<file path="config.mk">
export PLATFORM = sky130hd
export DESIGN_NAME = tile_index_counter
export DESIGN_NICKNAME = d
export VERILOG_FILES = /design/src/rtl/tile_index_counter_pkg.sv /design/src/rtl/tile_index_counter_bounded_counter.sv /design/src/rtl/tile_index_counter.sv
export SDC_FILE = /design/constraint.sdc
export NUM_CORES = 1
export LEC_CHECK = 0
export ABC_AREA = 1
export CAP_MARGIN = 0
export CORE_MARGIN = 3
export CORE_UTILIZATION = 40
export DETAILED_ROUTE_END_ITERATION = 10
export GPL_ROUTABILITY_DRIVEN = 0
export PLACE_DENSITY = 0.68
export SYNTH_ARGS = -nofsm -noshare
export SYNTH_HDL_FRONTEND = slang
export SYNTH_SLANG_ARGS = --single-unit
</file>
<file path="constraint.sdc">
create_clock -name clk -period 3.1 [get_ports clk]
set_input_delay 0.465 -clock clk [delete_from_list [all_inputs] [get_ports clk]]
set_output_delay 0.465 -clock clk [all_outputs]
set_load 0.005 [all_outputs]
</file>
<file path="src/rtl/tile_index_counter_pkg.sv">
// Shared types and constants for the tile index counter.
// Holds the walk state encoding and the mode constants.
package tile_index_counter_pkg;

  typedef enum logic [1:0] {
    IDLE = 2'd0,
    RUN  = 2'd1,
    DONE = 2'd2
  } state_e;

  localparam logic MODE_SINGLE = 1'b0;
  localparam logic MODE_CONT   = 1'b1;

endpackage

</file>
<file path="src/rtl/tile_index_counter_bounded_counter.sv">
// Up-counter that runs from 0 to an inclusive limit and then wraps to 0.
// A synchronous clear overrides counting.
module bounded_counter #(
  parameter int W = 2
) (
  input  logic         clk,
  input  logic         reset,
  input  logic         clear,
  input  logic         en,
  input  logic [W-1:0] limit,
  output logic [W-1:0] value,
  output logic         at_limit
);

  logic [W-1:0] value_q, value_d;

  assign at_limit = (value_q == limit);
  assign value    = value_q;

  // NOTE: value_d gets its default first, so no path leaves it unassigned and no latch is inferred.
  always_comb begin
    value_d = value_q;
    if (clear) begin
      value_d = '0;
    end else if (en) begin
      value_d = at_limit ? '0 : value_q + W'(1'b1);
    end
  end

  // NOTE: sequential state uses non-blocking assignment so every flop samples pre-edge values.
  always_ff @(posedge clk) begin
    if (!reset) begin
      value_q <= '0;
    end else begin
      value_q <= value_d;
    end
  end

endmodule

</file>
<file path="src/rtl/tile_index_counter.sv">
// Row-major 2-D index walker over a programmable tile, with stall, abort,
// single-pass and continuous modes.
module tile_index_counter
  import tile_index_counter_pkg::*;
#(
  parameter int COL_W = 2,
  parameter int ROW_W = 2
) (
  input  logic             clk,
  input  logic             reset,
  input  logic             start,
  input  logic             mode,
  input  logic [COL_W-1:0] col_limit,
  input  logic [ROW_W-1:0] row_limit,
  input  logic             stall,
  input  logic             stop,
  output logic             busy,
  output logic             valid,
  output logic [COL_W-1:0] col_idx,
  output logic [ROW_W-1:0] row_idx,
  output logic             last,
  output logic             wrap,
  output logic             done
);

  state_e           state_q, state_d;
  logic             mode_q, mode_d;
  logic [COL_W-1:0] col_lim_q, col_lim_d;
  logic [ROW_W-1:0] row_lim_q, row_lim_d;
  logic             wrap_q, wrap_d;
  logic             busy_q, busy_d;
  logic             valid_q, valid_d;
  logic             done_q, done_d;

  logic in_run, step, abort, final_step;
  logic col_at_limit, row_at_limit;

  assign in_run     = (state_q == RUN);
  assign step       = in_run && !stall && !stop;
  assign abort      = in_run && stop;
  assign last       = in_run && col_at_limit && row_at_limit;
  assign final_step = step && last;

  // Both counters wrap to 0 by themselves on the final step; only an abort needs a clear.
  bounded_counter #(.W(COL_W)) u_col (
    .clk      (clk),
    .reset    (reset),
    .clear    (abort),
    .en       (step),
    .limit    (col_lim_q),
    .value    (col_idx),
    .at_limit (col_at_limit)
  );

  bounded_counter #(.W(ROW_W)) u_row (
    .clk      (clk),
    .reset    (reset),
    .clear    (abort),
    .en       (step && col_at_limit),
    .limit    (row_lim_q),
    .value    (row_idx),
    .at_limit (row_at_limit)
  );

  always_comb begin
    state_d   = state_q;
    mode_d    = mode_q;
    col_lim_d = col_lim_q;
    row_lim_d = row_lim_q;
    wrap_d    = 1'b0;
    unique case (state_q)
      IDLE: begin
        if (start) begin
          state_d   = RUN;
          mode_d    = mode;
          col_lim_d = col_limit;
          row_lim_d = row_limit;
        end
      end
      RUN: begin
        if (stop) begin
          state_d = IDLE;
        end else if (final_step) begin
          if (mode_q == MODE_SINGLE) state_d = DONE;
          else                       wrap_d  = 1'b1;
        end
      end
      DONE:    state_d = IDLE;
      default: state_d = IDLE;
    endcase
    busy_d  = (state_d != IDLE);
    valid_d = (state_d == RUN);
    done_d  = (state_d == DONE);
  end

  always_ff @(posedge clk) begin
    if (!reset) begin
      state_q   <= IDLE;
      mode_q    <= MODE_SINGLE;
      col_lim_q <= '0;
      row_lim_q <= '0;
      wrap_q    <= 1'b0;
      busy_q    <= 1'b0;
      valid_q   <= 1'b0;
      done_q    <= 1'b0;
    end else begin
      state_q   <= state_d;
      mode_q    <= mode_d;
      col_lim_q <= col_lim_d;
      row_lim_q <= row_lim_d;
      wrap_q    <= wrap_d;
      busy_q    <= busy_d;
      valid_q   <= valid_d;
      done_q    <= done_d;
    end
  end

  assign busy  = busy_q;
  assign valid = valid_q;
  assign wrap  = wrap_q;
  assign done  = done_q;

endmodule

</file>
==> flow_summary_export.csv <==
group,metric,value,unit
drt,num_vias,590,
placed_design,dpl-instance-area,898,um2
worst_setup_path,r2r_end,"state_q[0]",
worst_setup_path,cp-end-kind,"output port",
drt,initialDrtViolationCount,10,
cells_and_area,filler_cell_count,158,
yosys,synthArstFlopShare,0,%
placed_design,numPortBuffers,18,
worst_setup_path,r2r_slack,1890,ps
clock_network,clk_pin_slew,90,ps
clock_network,cts_root_buf,"clkbuf_4",
power_and_ir_drop,power_leakage,0.406,nW
drt,via_per_inst,4.61,
global_route,grt_remaining_overflow,0,
yosys,syn_nets,101,
clock_network,htreeDepth,1,
power_and_ir_drop,ir_drop,0.000222,V
placed_design,hpwlAfterDp,1020,um
global_route,antenna_found_initial,0,
clock_network,cts_tree,"done",
global_route,grt_pass1_vias,562,
worst_setup_path,r2r_cells,7,
clock_network,clock_sinks,15,
yosys,ys_warn_count,0,
yosys,netlist_area,706,um2
sta,finalSetupTns,0,ps
drt,drtPass1Iterations,3,
hold_path,hold_class,"flip-flop to flip-flop",
drt,drt_wl_total,1330,um
run_status,status,"finished, final reports clean",
global_route,grt_pass1_wl,2260,um
worst_setup_path,path_cells,"inv_2 -> nand2_2 -> nand2_2 -> nor2_4 -> inv_2 -> nor3_1 -> clkdlybuf4s50_1",
worst_setup_path,rr_startpoint,"u_row.value[0]",
clock_network,cts_hold_buf,0,
placed_design,dp_cells,124,
yosys,synth_cells,91,
worst_setup_path,required,2630,ps
die,io_pins,19,
clock_network,clock_path_buffers,2,
die,die_h,48,um
clock_network,clkLatencyLatePin,290,ps
sta,fin_hold_ws,482,ps
power_and_ir_drop,p_total,390,uW
worst_setup_path,crit_path_max_fanout,5,
worst_setup_path,crit_type,"flip-flop to output port",
sta,fin_skew,6.47,ps
yosys,seq_area_frac_synth,42.6,%
worst_setup_path,slowest_stage,"clkdlybuf4s50_1",
power_and_ir_drop,power_density,422,nW/um2
sta,rsz0062_at_grt,"false",
cells_and_area,final_cell_area,926,um2
placed_design,dp_slack,1120,ps
yosys,synth.distinct_cells,21,
clock_network,cts_buffers,3,
yosys,syn_area_per_cell,7.75,um2
sta,finalHoldViolations,0,
sta,drv_slew,0,
global_route,grtUsageTotal,14.6,%
sta,tightest_slew,360,ps
run,cap_violations,0,
sta,max_freq,436,MHz
die,die_x,48,um
clock_network,postCtsResizedCells,0,
hold_path,hold_end,"col_lim_q[1]",
cells_and_area,area_growth,31.2,%
clock_network,cts_setup_buffers,0,
cells_and_area,postLayoutCoreUtil,58.7,%
die,start_util,44.8,%
cells_and_area,finalNonFillerCells,128,
yosys,ys_ff_latch,15,
hold_path,hold_start,"col_lim_q[1]",
yosys,synth-edff-count,0,
worst_setup_path,arrival,1830,ps
drt,antenna_left,0,
die,fp-row-count,14,
sta,fin_crit_sh,74.0,%
sta,post-route-min-period,2290,ps
cells_and_area,fin_nets,123,
hold_path,whs_path_depth,2,
worst_setup_path,max_stage_delay,530,ps
sta,fin_ws,806,ps
sta,finalSetupViolCount,0,
die,die-area,2300,um2
drt,drt-wirelength-per-cell,10.4,um
die,coreArea,1580,um2
drt,drc_errors,0,
cells_and_area,drive_above_1_share,19.6,%
worst_setup_path,startpoint_type,"flip-flop",
cells_and_area,insertedDiodeCount,0,
yosys,synth_ff_type,"dfxtp_1",
global_route,grt_max_degree,14,
sta,relSlewSlack,75.9,%
## flip-flops by register name, indices dropped and copies added (netlist names)
register	cells
u_col.value	2
u_row.value	2
state_q	2
wrap	1
mode_q	1
col_lim_q	2
valid	1
busy	1
done	1
row_lim_q	2
## layer usage
metal / global-route usage [%] / part of all wire [%]
met3: 4.51 / 3.6
met1: 17.9 / 48
met5: 0 / 0
met4: 8.06 / 2.0
met2: 22.4 / 46
## cell families after synthesis
family                 share of synthesized area [%]
flip-flops                                      42.6
AND/OR/NAND/NOR                                 33.0
buffers and inverters                           11.3
XOR/XNOR                                        1.24
AO/OA/AOI/OAI                                   11.9
## placed cells by master, fill, tap and decap left out, types with 2 or more instances in the layout
cell type	count
clkdlybuf4s50_1	18
nand2_1	16
inv_1	15
dfxtp_1	15
a21oi_1	8
o21ai_0	6
nor2_1	6
nand2_2	5
inv_2	3
nor2_4	3
clkbuf_4	3
nor3_1	2
clkinv_2	2
nand3_2	2
## worst max-delay path: cells and delay by family, from the launching register on
family / cells / cell delay, ps
flops: 1 / 450
simple gates: 4 / 450
buf+inv: 3 / 650
## final cells by class
cell class | instances | area (um2) | share of cell area [%]
multi-input combinational | 56 | 325 | 35.1
tap | 16 | 20.0 | 2.16
inverter | 19 | 72.6 | 7.84
clock buffer | 3 | 22.5 | 2.43
clock inverter | 1 | 5.00 | 0.541
timing repair buffer | 18 | 180 | 19.5
sequential | 15 | 300 | 32.4
## worst max-delay path by stage
stage	from	end	slack, ps	cells past startpoint
after detailed placement	u_row.value[0]	last	1120	7
after global routing	u_row.value[1]	last	650	7
final	u_row.value[0]	last	810	7
after floorplan	u_row.value[0]	last	1700	6
after CTS	u_row.value[0]	last	780	7
after global placement	u_row.value[0]	last	1140	7
## cell usage after synthesis, types with 2 or more instances
cell     number  share of area [%]
a21oi_1       8                5.7
dfxtp_1      15                 43
inv_1        15                8.0
inv_2         3                1.6
nand2_1      16                8.5
nand2_2       5                4.4
nand3_2       2                2.8
nor2_1        6                3.2
nor2_4        3                4.8
nor3_1        2                1.4
o21ai_0       6                4.3
## power by group
group / total, mW / leakage [nW] / switching [mW] / internal (mW)
Sequential: 0.208 / 0.123 / 0.00584 / 0.202
Clock: 0.113 / 0.0177 / 0.0654 / 0.0479
Combinational: 0.0687 / 0.265 / 0.0358 / 0.0329
Power figures use the tool's default switching activity.
